**config.mk**
```make
export PLATFORM = sky130hd
export DESIGN_NAME = id_stage_flat
export DESIGN_NICKNAME = d
export VERILOG_FILES = /design/src/rtl/id_pkg.sv /design/src/rtl/id_stage_if.sv /design/src/rtl/id_regfile.sv /design/src/rtl/id_stage.sv /design/src/flat_wrapper.sv
export SDC_FILE = /design/constraint.sdc
export NUM_CORES = 2
export LEC_CHECK = 0
export BUFFER_PORTS_ARGS = -buffer_cell sky130_fd_sc_hd__buf_2
export CAP_MARGIN = 20
export CORE_MARGIN = 2
export CORE_UTILIZATION = 55
export CTS_BUF_LIST = sky130_fd_sc_hd__clkbuf_4 sky130_fd_sc_hd__clkbuf_8
export DETAILED_ROUTE_END_ITERATION = 10
export PLACE_DENSITY = 0.69
export SLEW_MARGIN = 20
export SYNTH_ARGS = -nofsm -noshare
export SYNTH_HDL_FRONTEND = slang
export SYNTH_HIERARCHICAL = 1
export SYNTH_SLANG_ARGS = --single-unit
```
**constraint.sdc**
```tcl
create_clock -name clk -period 4.3 [get_ports clk]
set_clock_uncertainty 0.2 [all_clocks]
set_input_delay 0.645 -clock clk [delete_from_list [all_inputs] [get_ports clk]]
set_output_delay 0.645 -clock clk [all_outputs]
set_load 0.01 [all_outputs]
```
**src/rtl/id_pkg.sv**
```systemverilog
// Shared decode definitions for the instruction-decode stage.
// Holds the MIPS opcode/funct values, the ex_ctrl bit positions, the five
// control-word encodings, and small helpers used by id_stage, id_regfile and
// id_stage_if.
package id_pkg;

  typedef enum logic [5:0] {
    OP_RTYPE = 6'h00,
    OP_BEQ   = 6'h04,
    OP_ADDI  = 6'h08,
    OP_LW    = 6'h23,
    OP_SW    = 6'h2B
  } opcode_e;

  localparam logic [5:0] FUNCT_ADD = 6'h20;
  localparam logic [5:0] FUNCT_SUB = 6'h22;
  localparam logic [5:0] FUNCT_AND = 6'h24;
  localparam logic [5:0] FUNCT_OR  = 6'h25;
  localparam logic [5:0] FUNCT_SLT = 6'h2A;

  localparam int CTRL_W = 10;
  typedef logic [CTRL_W-1:0] ctrl_t;

  localparam int CTRL_REGWRITE = 9;
  localparam int CTRL_MEMTOREG = 8;
  localparam int CTRL_MEMREAD  = 7;
  localparam int CTRL_MEMWRITE = 6;
  localparam int CTRL_BRANCH   = 5;
  localparam int CTRL_ALUSRC   = 4;
  localparam int CTRL_REGDST   = 3;
  localparam int CTRL_ALUOP_LO = 0;

  localparam ctrl_t CTRL_RTYPE = 10'b1000001010;
  localparam ctrl_t CTRL_LW    = 10'b1110010000;
  localparam ctrl_t CTRL_SW    = 10'b0001010000;
  localparam ctrl_t CTRL_BEQ   = 10'b0000100001;
  localparam ctrl_t CTRL_ADDI  = 10'b1000010000;

  // Register-address width derived from the register count.
  function automatic int rw_of(input int n);
    return (n > 1) ? $clog2(n) : 1;
  endfunction

  // Unknown opcodes decode to an all-zero control word (a harmless no-op).
  function automatic ctrl_t decode_ctrl(input logic [5:0] opcode);
    ctrl_t c;
    case (opcode)
      OP_RTYPE: c = CTRL_RTYPE;
      OP_LW:    c = CTRL_LW;
      OP_SW:    c = CTRL_SW;
      OP_BEQ:   c = CTRL_BEQ;
      OP_ADDI:  c = CTRL_ADDI;
      default:  c = '0;
    endcase
    return c;
  endfunction

endpackage

```
**src/rtl/id_stage_if.sv**
```systemverilog
// Bundle of all non-clock signals of the decode stage.
//   master : environment side (drives IF/ID slot, flush, ex_ready, write-back)
//   slave  : id_stage side (drives id_stall and the ID/EX register outputs)
interface id_stage_if
  import id_pkg::*;
#(
  parameter int XLEN  = 32,
  parameter int NREGS = 32
);
  localparam int RW = rw_of(NREGS);

  logic            if_valid;
  logic [XLEN-1:0] if_pc;
  logic [31:0]     if_instr;
  logic            flush;
  logic            ex_ready;
  logic            wb_en;
  logic [RW-1:0]   wb_addr;
  logic [XLEN-1:0] wb_data;

  logic            id_stall;
  logic            ex_valid;
  logic [XLEN-1:0] ex_pc;
  logic [XLEN-1:0] ex_rs_val;
  logic [XLEN-1:0] ex_rt_val;
  logic [XLEN-1:0] ex_imm;
  logic [RW-1:0]   ex_dest;
  logic [CTRL_W-1:0] ex_ctrl;

  modport master (
    output if_valid, if_pc, if_instr, flush, ex_ready, wb_en, wb_addr, wb_data,
    input  id_stall, ex_valid, ex_pc, ex_rs_val, ex_rt_val, ex_imm, ex_dest, ex_ctrl
  );

  modport slave (
    input  if_valid, if_pc, if_instr, flush, ex_ready, wb_en, wb_addr, wb_data,
    output id_stall, ex_valid, ex_pc, ex_rs_val, ex_rt_val, ex_imm, ex_dest, ex_ctrl
  );
endinterface

```
**src/rtl/id_regfile.sv**
```systemverilog
// NREGS x XLEN register file: one synchronous write port, two combinational
// read ports with write-through bypass. Register 0 always reads zero and
// ignores writes. Asynchronous active-low reset clears every register.
//   clk, rst_n        : clock / async reset
//   wb_en/addr/data   : write port
//   ra_addr/ra_data   : read port A
//   rb_addr/rb_data   : read port B
module id_regfile
  import id_pkg::*;
#(
  parameter int XLEN  = 32,
  parameter int NREGS = 32
) (
  input  logic                     clk,
  input  logic                     rst_n,
  input  logic                     wb_en,
  input  logic [rw_of(NREGS)-1:0]  wb_addr,
  input  logic [XLEN-1:0]          wb_data,
  input  logic [rw_of(NREGS)-1:0]  ra_addr,
  output logic [XLEN-1:0]          ra_data,
  input  logic [rw_of(NREGS)-1:0]  rb_addr,
  output logic [XLEN-1:0]          rb_data
);
  localparam int RW = rw_of(NREGS);

  logic [XLEN-1:0] regs_q [NREGS];
  logic [XLEN-1:0] regs_d [NREGS];

  always_comb begin
    regs_d = regs_q;
    if (wb_en && (wb_addr != '0) && (int'(wb_addr) < NREGS)) begin
      regs_d[wb_addr] = wb_data;
    end
  end

  always_ff @(posedge clk or negedge rst_n) begin
    if (!rst_n) begin
      for (int unsigned i = 0; i < NREGS; i++) begin
        regs_q[i] <= '0;
      end
    end else begin
      regs_q <= regs_d;
    end
  end

  // Same-cycle write-back is forwarded so decode never sees a stale value.
  function automatic logic [XLEN-1:0] rd_port(input logic [RW-1:0] addr);
    if (addr == '0) begin
      return '0;
    end else if (wb_en && (wb_addr == addr)) begin
      return wb_data;
    end else begin
      return regs_q[addr];
    end
  endfunction

  always_comb begin
    ra_data = rd_port(ra_addr);
    rb_data = rd_port(rb_addr);
  end

endmodule

```
**src/rtl/id_stage.sv**
```systemverilog
// MIPS instruction-decode stage with ID/EX pipeline register.
// Decodes the IF/ID slot, reads operands from id_regfile, detects load-use
// hazards against the instruction in ID/EX, and honours EX backpressure
// and flush.
//   clk, rst_n : clock / async active-low reset
//   bus        : id_stage_if.slave (IF/ID slot, flush, ex_ready, write-back
//                in; id_stall and ID/EX fields out)
module id_stage
  import id_pkg::*;
#(
  parameter int XLEN  = 32,
  parameter int NREGS = 32
) (
  input  logic        clk,
  input  logic        rst_n,
  id_stage_if.slave   bus
);
  localparam int RW = rw_of(NREGS);

  logic [5:0]      opcode;
  logic [RW-1:0]   rs_addr;
  logic [RW-1:0]   rt_addr;
  logic [RW-1:0]   rd_addr;
  logic [15:0]     imm;
  logic [XLEN-1:0] imm_ext;
  logic [XLEN-1:0] rs_val;
  logic [XLEN-1:0] rt_val;
  ctrl_t           ctrl_dec;
  logic [RW-1:0]   dest_dec;
  logic            hazard;

  logic            ex_valid_q,  ex_valid_d;
  logic [XLEN-1:0] ex_pc_q,     ex_pc_d;
  logic [XLEN-1:0] ex_rs_val_q, ex_rs_val_d;
  logic [XLEN-1:0] ex_rt_val_q, ex_rt_val_d;
  logic [XLEN-1:0] ex_imm_q,    ex_imm_d;
  logic [RW-1:0]   ex_dest_q,   ex_dest_d;
  ctrl_t           ex_ctrl_q,   ex_ctrl_d;

  always_comb begin
    opcode   = bus.if_instr[31:26];
    rs_addr  = RW'(bus.if_instr[25:21]);
    rt_addr  = RW'(bus.if_instr[20:16]);
    rd_addr  = RW'(bus.if_instr[15:11]);
    imm      = bus.if_instr[15:0];
    imm_ext  = {{(XLEN-16){imm[15]}}, imm};
    ctrl_dec = decode_ctrl(opcode);
    dest_dec = ctrl_dec[CTRL_REGDST] ? rd_addr : rt_addr;
  end

  id_regfile #(
    .XLEN  (XLEN),
    .NREGS (NREGS)
  ) u_regfile (
    .clk     (clk),
    .rst_n   (rst_n),
    .wb_en   (bus.wb_en),
    .wb_addr (bus.wb_addr),
    .wb_data (bus.wb_data),
    .ra_addr (rs_addr),
    .ra_data (rs_val),
    .rb_addr (rt_addr),
    .rb_data (rt_val)
  );

  // Load in ID/EX whose destination is a source of the instruction in decode.
  always_comb begin
    hazard = ex_valid_q && ex_ctrl_q[CTRL_MEMREAD] && (ex_dest_q != '0) &&
             bus.if_valid && ((ex_dest_q == rs_addr) || (ex_dest_q == rt_addr));
  end

  // Priority: backpressure holds everything, then flush, then hazard bubble.
  always_comb begin
    ex_valid_d  = ex_valid_q;
    ex_pc_d     = ex_pc_q;
    ex_rs_val_d = ex_rs_val_q;
    ex_rt_val_d = ex_rt_val_q;
    ex_imm_d    = ex_imm_q;
    ex_dest_d   = ex_dest_q;
    ex_ctrl_d   = ex_ctrl_q;
    if (bus.ex_ready) begin
      if (bus.flush || hazard) begin
        ex_valid_d = 1'b0;
      end else begin
        ex_valid_d  = bus.if_valid;
        ex_pc_d     = bus.if_pc;
        ex_rs_val_d = rs_val;
        ex_rt_val_d = rt_val;
        ex_imm_d    = imm_ext;
        ex_dest_d   = dest_dec;
        ex_ctrl_d   = ctrl_dec;
      end
    end
  end

  always_ff @(posedge clk or negedge rst_n) begin
    if (!rst_n) begin
      ex_valid_q  <= 1'b0;
      ex_pc_q     <= '0;
      ex_rs_val_q <= '0;
      ex_rt_val_q <= '0;
      ex_imm_q    <= '0;
      ex_dest_q   <= '0;
      ex_ctrl_q   <= '0;
    end else begin
      ex_valid_q  <= ex_valid_d;
      ex_pc_q     <= ex_pc_d;
      ex_rs_val_q <= ex_rs_val_d;
      ex_rt_val_q <= ex_rt_val_d;
      ex_imm_q    <= ex_imm_d;
      ex_dest_q   <= ex_dest_d;
      ex_ctrl_q   <= ex_ctrl_d;
    end
  end

  // A flushed instruction is discarded, so IF may advance past it.
  assign bus.id_stall  = !bus.flush && (!bus.ex_ready || hazard);
  assign bus.ex_valid  = ex_valid_q;
  assign bus.ex_pc     = ex_pc_q;
  assign bus.ex_rs_val = ex_rs_val_q;
  assign bus.ex_rt_val = ex_rt_val_q;
  assign bus.ex_imm    = ex_imm_q;
  assign bus.ex_dest   = ex_dest_q;
  assign bus.ex_ctrl   = ex_ctrl_q;

endmodule

```
**src/flat_wrapper.sv**
```systemverilog
// flat-port wrapper written by rule: the top's interface ports become plain ports
module id_stage_flat import id_pkg::*;
#(
  parameter int XLEN  = 32,
  parameter int NREGS = 32
)
  (clk, rst_n, bus_if_valid, bus_if_pc, bus_if_instr, bus_flush, bus_ex_ready, bus_wb_en, bus_wb_addr, bus_wb_data, bus_id_stall, bus_ex_valid, bus_ex_pc, bus_ex_rs_val, bus_ex_rt_val, bus_ex_imm, bus_ex_dest, bus_ex_ctrl);
  id_stage_if #(.XLEN(XLEN), .NREGS(NREGS)) bus_i ();
  input  logic clk;
  input  logic rst_n;
  input wire logic [$bits(bus_i.if_valid)-1:0] bus_if_valid;
  input wire logic [$bits(bus_i.if_pc)-1:0] bus_if_pc;
  input wire logic [$bits(bus_i.if_instr)-1:0] bus_if_instr;
  input wire logic [$bits(bus_i.flush)-1:0] bus_flush;
  input wire logic [$bits(bus_i.ex_ready)-1:0] bus_ex_ready;
  input wire logic [$bits(bus_i.wb_en)-1:0] bus_wb_en;
  input wire logic [$bits(bus_i.wb_addr)-1:0] bus_wb_addr;
  input wire logic [$bits(bus_i.wb_data)-1:0] bus_wb_data;
  output wire logic [$bits(bus_i.id_stall)-1:0] bus_id_stall;
  output wire logic [$bits(bus_i.ex_valid)-1:0] bus_ex_valid;
  output wire logic [$bits(bus_i.ex_pc)-1:0] bus_ex_pc;
  output wire logic [$bits(bus_i.ex_rs_val)-1:0] bus_ex_rs_val;
  output wire logic [$bits(bus_i.ex_rt_val)-1:0] bus_ex_rt_val;
  output wire logic [$bits(bus_i.ex_imm)-1:0] bus_ex_imm;
  output wire logic [$bits(bus_i.ex_dest)-1:0] bus_ex_dest;
  output wire logic [$bits(bus_i.ex_ctrl)-1:0] bus_ex_ctrl;
  assign bus_i.if_valid = bus_if_valid;
  assign bus_i.if_pc = bus_if_pc;
  assign bus_i.if_instr = bus_if_instr;
  assign bus_i.flush = bus_flush;
  assign bus_i.ex_ready = bus_ex_ready;
  assign bus_i.wb_en = bus_wb_en;
  assign bus_i.wb_addr = bus_wb_addr;
  assign bus_i.wb_data = bus_wb_data;
  assign bus_id_stall = bus_i.id_stall;
  assign bus_ex_valid = bus_i.ex_valid;
  assign bus_ex_pc = bus_i.ex_pc;
  assign bus_ex_rs_val = bus_i.ex_rs_val;
  assign bus_ex_rt_val = bus_i.ex_rt_val;
  assign bus_ex_imm = bus_i.ex_imm;
  assign bus_ex_dest = bus_i.ex_dest;
  assign bus_ex_ctrl = bus_i.ex_ctrl;
  id_stage #(.XLEN(XLEN), .NREGS(NREGS)) u_core (.clk(clk), .rst_n(rst_n), .bus(bus_i));
endmodule
```
==> flow_summary.ini <==
[timing]
fin_crit_ps = 3330
post-route-period-util_pct = 77.5
tns_ps = 0
fmax_ghz = 0.300
slew_violations = 0
rsz0062_at_grt = false
worst_pin_slew_ps = 1100
hold_viol = 0
slew_headroom_pct = 26.5
setup_violations = 0

[clock_tree]
cts_resized = 0
worstSkewPairLatency_ps = 880
cts_tree = yes
cts_root_buf = clkbuf_8
cts.clk_slew.worst_paths_ps = 50
clock-sinks = 1148
clockBufferDepth = 3
numCtsBuffers = 188
htreeDepth = 4
cts_setup_buffers = 0

[critical_path]
crit_fanout = 49
critPathSlowestCell = buf_8
cpPeakStageDelay_ps = 460
worstPathArrival_ps = 2490
r2r_setup_slack_ps = 1770
cp-start-kind = primary input
cp_cell_sequence = buf_8, buf_12, xnor2_1, nand3_1, o22ai_2, nand2_1, a21oi_1, buf_2
crit_required_ps = 3450
crit_path_end_kind = primary output
crit_type = primary input to primary output

[power]
ir_drop_mv = 0.303
p_per_area_nw_per_um2 = 461
power.total_mw = 31.2
leakagePower_nw = 30.2

[die]
die_y_um = 335
dieArea_um2 = 112000
initial_utilization_pct = 55.4
num_rows = 121
io_pins = 252
fp.dieW_um = 335
coreArea_um2 = 109000

[grt]
track_usage_pct = 35.3
gr-total-overflow = 0
grt_antenna_before_repair = 7
grt_pass1_wl_um = 287000
grt_pass1_vias = 41400
grt_max_degree = 93

[synthesis]
yosysSeqAreaShare_pct = 47.7
yosys_warnings = 6
syn_nets = 4243
synth_top_area_share_pct = 47.7
ys_seq_elements = 1148
synth_edf_count = 0
ys.flop_type = dfrtp_1
ys_types = 61
synth_top_area_cell = dfrtp_1
synth.avg_cell_area_um2 = 14.6
async_flop_share_pct = 100
ys_top_cells_by_area = dfrtp_1 48%, mux2_2 20%, mux4_2 15%
syn_area_um2 = 60300
synth_cells = 4136

[layout]
layout_commonest_cell = dfrtp_1
fin_nets = 4428
layout-area-overhead-vs-synth_pct = 12.4
final_cell_mix = 1,148 x dfrtp_1, 1,047 x mux2_2, 391 x mux4_2
drive_above_1_share_pct = 51.7
final_core_util_pct = 62.3

[drt]
postRouteAntennaNets = 0
wl_per_cell_um = 33.5
drcViolationCount = 0
drt_iter0_drc = 4543
routed_via_density = 6.90
dr_total_vias = 40600
wirelength_um = 197000
firstDrtPassIters = 5

[place]
hpwl_um = 111000
io_buffers = 250
gp_congestion = 0.857

[min_path]
hold_path_class = primary input to flip-flop

[run]
maxCapViolCount = 0

[run_status]
status = completed
==> per-layer routing <==
metal | wire, um | up-vias | global-route usage [%] | part of all wire (%)
li1 | - | 16200 | - | -
met1 | 78200 | 21600 | 48.3 | 40
met2 | 89100 | 2301 | 53.3 | 45
met3 | 20800 | 499 | 9.60 | 11
met4 | 9050 | 10 | 15.4 | 4.6
met5 | 70 | - | 0 | 0.035
==> report_power, final <==
group / internal (mW) / leakage (nW) / switching (mW)
clock: 5.83 / 2.20 / 4.56
combinational: 3.73 / 13.4 / 2.70
sequential: 12.9 / 14.7 / 1.56
==> cell usage after synthesis, types with 5 or more instances <==
cell type  count
a31oi_1        6
o21ai_0       35
nor2_1        44
nand3_1       21
a32o_1        32
clkbuf_1     210
mux2_4        67
dfrtp_1     1148
buf_1         53
mux2_1        19
buf_6         27
nor2b_1        5
buf_2        117
mux2_2      1047
mux4_2       391
a22oi_1      144
nand3b_1       6
and2_1         5
a21oi_1       77
o221ai_1      32
a221oi_1       6
o22ai_1       44
mux2i_1      275
nor3_1        11
nand2b_1       5
a211oi_1      31
o21ai_1       20
xnor2_1       19
buf_8          6
or3_1         12
buf_4         53
nand2_1      107
inv_1          6
==> state kept, by name, indices dropped and copies added, names as in the netlist <==
register and flops:
u_core/bus.ex_rt_val 32, u_core/bus.ex_dest 5, u_core/bus.ex_valid 1, u_core/u_regfile/regs_q 1024
u_core/bus.ex_ctrl 6, u_core/bus.ex_rs_val 32, u_core/bus.ex_imm 16, u_core/bus.ex_pc 32
==> logic make-up after synthesis <==
group | share of synthesized area [%]
flip-flops | 47.7
AO/OA/AOI/OAI | 5.30
multiplexers | 40.8
XOR/XNOR | 0.303
AND/OR/NAND/NOR | 1.91
buffers and inverters | 4.03
other | 0.00622
==> final cells by class <==
| type | count | area, um2 |
|---|---|---|
| timing repair buffer | 463 | 3680 |
| sequential | 1148 | 28700 |
| clock buffer | 312 | 3900 |
| inverter | 7 | 26.3 |
| tap | 1414 | 1770 |
| clock inverter | 30 | 251 |
| antenna | 3 | 7.51 |
| fill | 8172 | 41000 |
| multi-input combinational | 2513 | 29400 |
==> per-stage QoR <==
stage | instance area, um2 | hold WS (ps) | instances | worst slack [ps]
floorplan | 60300 | 149 | 4136 | 1520
global placement | 63000 | 177 | 5489 | 716
detailed placement | 63000 | 182 | 5489 | 698
CTS | 67700 | 41.7 | 5887 | 910
global route | 67700 | 105 | 5889 | 821
finish | 67700 | 107 | 5890 | 968
==> repair_timing <==
action	CTS	global route
hold endpoints to repair	109	0
hold buffers	56	0
setup endpoints to repair	0	0
==> worst paths after layout <==
kind,start,to,cells past startpoint
max in group asynchronous,rst_n,u_core/u_regfile/regs_q[299],3
min reg2reg,u_core/u_regfile/regs_q[1003],u_core/u_regfile/regs_q[1003],0
min in group asynchronous,rst_n,u_core/u_regfile/regs_q[505],2
max reg2reg,u_core/bus.ex_dest[0],u_core/bus.ex_ctrl[8],6
max,bus_if_instr[16],bus_id_stall,8
min,bus_if_instr[27],u_core/bus.ex_ctrl[6],4
==> worst max-delay path: cells and delay by family <==
family	cells	cell delay, ps
buffers and inverters	3	970
and+or+nand+nor	2	200
AOI/OAI and AO/OA	2	440
xor gates and xnor gates	1	160
No activity file was read; power rests on OpenSTA's default activity.
